--- config.mk ---
export PLATFORM = sky130hd
export DESIGN_NAME = job_arbiter_rr_flat
export DESIGN_NICKNAME = d
export VERILOG_FILES = /design/src/rtl/job_arbiter_rr_if.sv /design/src/rtl/job_arbiter_rr.sv /design/src/flat_wrapper.sv
export SDC_FILE = /design/constraint.sdc
export NUM_CORES = 1
export LEC_CHECK = 0
export CAP_MARGIN = 40
export CORE_MARGIN = 5
export CORE_UTILIZATION = 50
export CTS_CLUSTER_SIZE = 28
export DETAILED_ROUTE_END_ITERATION = 10
export PLACE_DENSITY = 0.73
export SETUP_SLACK_MARGIN = 0.5
export SLEW_MARGIN = 30
export SYNTH_ARGS = -nofsm -noshare
export SYNTH_HDL_FRONTEND = slang
export SYNTH_SLANG_ARGS = --single-unit
--- constraint.sdc ---
create_clock -name clk -period 3.75 [get_ports clk]
set_input_delay 0.5625 -clock clk [delete_from_list [all_inputs] [get_ports clk]]
set_output_delay 0.5625 -clock clk [all_outputs]
set_load 0.01 [all_outputs]
--- src/rtl/job_arbiter_rr_if.sv ---
// Request/grant and engine handshake bundle for job_arbiter_rr.
// master = client/engine side, slave = arbiter side.
interface job_arbiter_rr_if #(
  parameter int NREQ = 4
);
  logic [NREQ-1:0] req;
  logic [NREQ-1:0] cancel;
  logic [NREQ-1:0] grant;
  logic [NREQ-1:0] ack;
  logic [NREQ-1:0] err;
  logic            busy;
  logic            go_o;
  logic            kill_o;
  logic            done_i;

  modport master (
    output req, cancel, done_i,
    input  grant, ack, err, busy, go_o, kill_o
  );

  modport slave (
    input  req, cancel, done_i,
    output grant, ack, err, busy, go_o, kill_o
  );
endinterface

--- src/rtl/job_arbiter_rr.sv ---
// Round-robin arbiter sharing one go/kill/done job engine among NREQ requesters.
// Define JOB_ARB_STATS_EN to add saturating done_cnt/abort_cnt outputs.
module job_arbiter_rr #(
  parameter int NREQ        = 4,
  parameter int TIMEOUT     = 200,
  parameter int KILL_CYCLES = 2
) (
  input  logic                 clk,
  input  logic                 reset,
  job_arbiter_rr_if.slave      bus
`ifdef JOB_ARB_STATS_EN
  ,
  output logic [15:0]          done_cnt,
  output logic [15:0]          abort_cnt
`endif
);

  localparam int PW   = $clog2(NREQ);
  localparam int TMAX = (TIMEOUT > KILL_CYCLES) ? TIMEOUT : KILL_CYCLES;
  localparam int TW   = $clog2(TMAX);

  typedef enum logic [1:0] {IDLE, START, RUN, KILL} state_t;

  state_t          state_q, state_d;
  logic [PW-1:0]   ptr_q, ptr_d, win_q, win_d, win_sel, next_ptr;
  logic [TW-1:0]   timer_q, timer_d;
  logic [NREQ-1:0] grant_q, grant_d, ack_q, ack_d, err_q, err_d;
  logic            busy_q, busy_d, go_q, go_d, kill_q, kill_d;
  logic            found;

  // First requester at or after the pointer, wrapping modulo NREQ.
  always_comb begin
    found   = 1'b0;
    win_sel = '0;
    for (int unsigned i = 0; i < NREQ; i++) begin
      int unsigned idx;
      idx = int'(ptr_q) + i;
      if (idx >= NREQ) idx = idx - NREQ;
      if (!found && bus.req[idx]) begin
        found   = 1'b1;
        win_sel = PW'(idx);
      end
    end
  end

  assign next_ptr = (win_q == PW'(NREQ - 1)) ? '0 : win_q + PW'(1);

  always_comb begin
    state_d = state_q;
    ptr_d   = ptr_q;
    win_d   = win_q;
    timer_d = timer_q;
    grant_d = grant_q;
    busy_d  = busy_q;
    kill_d  = kill_q;
    go_d    = 1'b0;
    ack_d   = '0;
    err_d   = '0;
    unique case (state_q)
      IDLE: begin
        if (found) begin
          state_d = START;
          win_d   = win_sel;
          grant_d = NREQ'(1) << win_sel;
          busy_d  = 1'b1;
          go_d    = 1'b1;
        end
      end
      START: begin
        state_d = RUN;
        timer_d = '0;
      end
      RUN: begin
        timer_d = timer_q + TW'(1);
        // done has priority over cancel/timeout in the same cycle
        if (bus.done_i) begin
          state_d = IDLE;
          ack_d   = grant_q;
          grant_d = '0;
          busy_d  = 1'b0;
          ptr_d   = next_ptr;
        end else if (bus.cancel[win_q] || timer_q == TW'(TIMEOUT - 1)) begin
          state_d = KILL;
          kill_d  = 1'b1;
          timer_d = '0;
        end
      end
      KILL: begin
        if (timer_q == TW'(KILL_CYCLES - 1)) begin
          state_d = IDLE;
          kill_d  = 1'b0;
          err_d   = grant_q;
          grant_d = '0;
          busy_d  = 1'b0;
          ptr_d   = next_ptr;
        end else begin
          timer_d = timer_q + TW'(1);
        end
      end
      default: state_d = IDLE;
    endcase
  end

  always_ff @(posedge clk or posedge reset) begin
    if (reset) begin
      state_q <= IDLE;
      ptr_q   <= '0;
      win_q   <= '0;
      timer_q <= '0;
      grant_q <= '0;
      ack_q   <= '0;
      err_q   <= '0;
      busy_q  <= 1'b0;
      go_q    <= 1'b0;
      kill_q  <= 1'b0;
    end else begin
      state_q <= state_d;
      ptr_q   <= ptr_d;
      win_q   <= win_d;
      timer_q <= timer_d;
      grant_q <= grant_d;
      ack_q   <= ack_d;
      err_q   <= err_d;
      busy_q  <= busy_d;
      go_q    <= go_d;
      kill_q  <= kill_d;
    end
  end

  assign bus.grant  = grant_q;
  assign bus.ack    = ack_q;
  assign bus.err    = err_q;
  assign bus.busy   = busy_q;
  assign bus.go_o   = go_q;
  assign bus.kill_o = kill_q;

`ifdef JOB_ARB_STATS_EN
  always_ff @(posedge clk or posedge reset) begin
    if (reset) begin
      done_cnt  <= '0;
      abort_cnt <= '0;
    end else begin
      if (|ack_q && done_cnt != '1)  done_cnt  <= done_cnt + 16'd1;
      if (|err_q && abort_cnt != '1) abort_cnt <= abort_cnt + 16'd1;
    end
  end
`endif

endmodule

--- src/flat_wrapper.sv ---
// flat-port wrapper written by rule: the top's interface ports become plain ports
module job_arbiter_rr_flat 
#(
  parameter int NREQ        = 4,
  parameter int TIMEOUT     = 200,
  parameter int KILL_CYCLES = 2
)
  (clk, reset, bus_req, bus_cancel, bus_done_i, bus_grant, bus_ack, bus_err, bus_busy, bus_go_o, bus_kill_o);
  job_arbiter_rr_if #(.NREQ(NREQ)) bus_i ();
  input  logic clk;
  input  logic reset;
  input wire logic [$bits(bus_i.req)-1:0] bus_req;
  input wire logic [$bits(bus_i.cancel)-1:0] bus_cancel;
  input wire logic [$bits(bus_i.done_i)-1:0] bus_done_i;
  output wire logic [$bits(bus_i.grant)-1:0] bus_grant;
  output wire logic [$bits(bus_i.ack)-1:0] bus_ack;
  output wire logic [$bits(bus_i.err)-1:0] bus_err;
  output wire logic [$bits(bus_i.busy)-1:0] bus_busy;
  output wire logic [$bits(bus_i.go_o)-1:0] bus_go_o;
  output wire logic [$bits(bus_i.kill_o)-1:0] bus_kill_o;
  assign bus_i.req = bus_req;
  assign bus_i.cancel = bus_cancel;
  assign bus_i.done_i = bus_done_i;
  assign bus_grant = bus_i.grant;
  assign bus_ack = bus_i.ack;
  assign bus_err = bus_i.err;
  assign bus_busy = bus_i.busy;
  assign bus_go_o = bus_i.go_o;
  assign bus_kill_o = bus_i.kill_o;
  job_arbiter_rr #(.NREQ(NREQ), .TIMEOUT(TIMEOUT), .KILL_CYCLES(KILL_CYCLES)) u_core (.clk(clk), .reset(reset), .bus(bus_i));
endmodule
==> run metrics <==
register area share after synthesis 0.5169; vias per cell 5.861; Max Clock Freq 523.2 MHz; number of synthesized flops with an enable pin 0; count of pins over their slew limit 0; synthesis-stage register bit count 29; Req. time, crit path 3.95 ns; Synth Area in Compound Gates 0.1916; I/O pin total 26; CTS clk-pin slew, worst paths 0.10 ns; synthesized net count 146; Placed Area 1682 um2; CP max FO 10; commonest non-fill, non-tap cell in the layout dfrtp_1; ANT nets after route 0; worst hold path startpoint u_core.bus.kill_o; worst slew pin tran 0.5937 ns; Pleak 0.0007697 uW; setup TNS 0 ns; ys flop type dfrtp_1; clock period minus worst slack 1.911 ns; worst hold stages 2; Synth Area in Adders 0.02674; post-CTS resize count 0; outcome finished clean; commonest non-fill, non-tap cells in the layout 29 x dfrtp_1, 25 x clkdlybuf4s50_1, 11 x nand2_1, 9 x and2_1; Buffers on Ports 25; main combinational cell family by area after synthesis compound AO/OA/AOI/OAI gates; placed cell count 186; final net count 176; CTS tree yes; clk_skew 0.01085 ns; Worst EP arrival 2.11 ns; wire per inst 15.73 um; Die Area 3967 um2; DR pass1 iterations 4; CP cell instances inv_1 > ha_1 > nor4b_2 > and3_1 > nor2_1 > mux2_1; die height 62.99 um; Hold Vio Cnt, Final 0; Design Area, Final 1733 um2; cell count after synthesis 132; Routed WL 3052 um; global-route wire length before repair 5230 um; Root Driver clkbuf_4; period utilization 0.5097; Cell Area, Synth 1404 um2; pre-CTS setup slack 1.536 ns; Antenna diodes 0; H-Tree Depth 2; clk buf depth 2; # rows 19; Yosys Warn Count 0; initial antenna violation count 0; Worst Setup SP u_core.timer_q[1]; share of cells above drive strength 1 0.09816; Sinks on Clock Net 29; post-DP HPWL 2197 um; GR peak layer met2; Slowest-stage cell, CP and3_1; Synth async-reset ratio 1.000; hold_buf cts 0; largest net degree at the start of global routing 30; cts bufs inserted 5; cells on worst reg2reg path 6; Initial Utilization 0.5135; crit path capture type flip-flop; Iteration-0 DRC Markers 58; Crit Path Class reg2reg; RSZ-0062 raised after global routing false; Setup violations, final 0; GRT met2 Usage 0.2526; Critical Path Start Type flip-flop; met1 usage 0.2149; All-Layer GR Usage 0.1657; Post-Synth Simple-Gate Area 0.1907; post-synthesis xor/xnor area fraction 0.01872; grt total ovfl 0; Final WS setup 1.839 ns; PwrDens 649.7 nW/um2; Post-Syn Area per Cell 10.64 um2; die width 62.99 um; CP max stage delay 0.46 ns; area delta synth->final 23.44%; Vias 1,137; worst-skew pair later-pin latency 0.32 ns; peak supply drop 0.4646 mV; Hold Path Class reg2reg; met3 Usage GRT 0.06115; GPL Wtd Cong 0.8579; setup bufs post-CTS 0; DRC viols 0; Final Non-Filler Cells 194; core area 2734 um2; Util after Layout 0.6339; post-synthesis mux area share 0.03119; Synth cell types 41; vias in the first global route 1,105; Max Cap Violations 0; Crit Reg-Reg Startpoint u_core.timer_q[1]; Slew HR 0.6036
## power by group
| group | leakage (uW) | switching (uW) | total (uW) | internal (uW) |
|---|---|---|---|---|
| sequential | 0.000382 | 95.6 | 493 | 397 |
| clock | 0.0000320 | 110 | 181 | 71.3 |
| combinational | 0.000356 | 233 | 452 | 219 |
## per-layer routing
| layer | routed length (um) | share of wire |
|---|---|---|
| met4 | 26 | 0.0085 |
| met1 | 1281 | 0.42 |
| met2 | 1500 | 0.49 |
| met5 | 0 | 0 |
| met3 | 243 | 0.080 |
## Yosys cell counts, drive strengths merged, types with 2 or more instances
| master | instances | area share |
|---|---|---|
| o22ai | 3 | 0.013 |
| a22o | 2 | 0.012 |
| a21boi | 2 | 0.011 |
| dfrtp | 29 | 0.52 |
| nand2 | 11 | 0.029 |
| and3 | 3 | 0.013 |
| o2bb2ai | 2 | 0.012 |
| a21o | 2 | 0.011 |
| xnor2 | 2 | 0.012 |
| o21ai | 10 | 0.036 |
| a21oi | 10 | 0.041 |
| nor4 | 2 | 0.013 |
| ha | 3 | 0.027 |
| nand2b | 4 | 0.018 |
| or2 | 2 | 0.0089 |
| and2 | 9 | 0.040 |
| inv | 6 | 0.016 |
| nor3 | 3 | 0.019 |
| o21a | 2 | 0.011 |
| o211ai | 3 | 0.016 |
| nor2 | 6 | 0.016 |
## worst max-delay path: cells and delay by family, from the launching register on
| kind | cells | cell delay (ns) |
|---|---|---|
| adders and majority gates | 1 | 0.15 |
| buffers and inverters | 1 | 0.08 |
| DFF | 1 | 0.41 |
| muxes | 1 | 0.32 |
| and+or+nand+nor | 3 | 0.84 |
## cell families (layout without fill, tap and decap cells)
group	after synthesis	in the layout
simple gates	45	45
compound gates	41	41
flops	29	29
buf+inv	8	39
fa+ha+maj	3	3
xor+xnor	3	3
mux	3	3
## flip-flops by register name, indices dropped and copies added (netlist names)
name	count
u_core.bus.kill_o	1
u_core.ptr_q	2
u_core.timer_q	8
u_core.bus.grant	4
u_core.bus.ack	4
u_core.bus.busy	1
u_core.bus.go_o	1
u_core.win_q	2
u_core.bus.err	4
u_core.state_q	2
## path summary, 6_finish.rpt
kind / slack [ns] / end
hold / removal: 0.52 / u_core.bus.kill_o
setup reg to reg: 1.84 / u_core.ptr_q[1]
setup / recovery: 1.84 / u_core.ptr_q[1]
max in group asynchronous: 2.73 / u_core.ptr_q[0]
min in group asynchronous: 0.62 / u_core.bus.busy
hold reg to reg: 0.52 / u_core.bus.kill_o
## final cells by class
class / instances / area [um2]
fillers: 222 / 1001
flip-flops and latches: 29 / 725.7
multi-input cells: 95 / 644.4
repair buffers: 25 / 250.2
clock buffers: 6 / 41.29
well taps: 31 / 38.79
inverters: 6 / 22.52
clock inverters: 2 / 10.01
## per-stage QoR
stage	power [uW]	hold WS [ns]
2_1_floorplan	777.6	0.4833
3_3_place_gp	924.9	0.4628
3_5_place_dp	948.5	0.5089
4_1_cts	1128	0.5214
5_1_grt	1212	0.5423
6_report	1126	0.5164
Note: power is estimated with default switching activity, not from simulation.
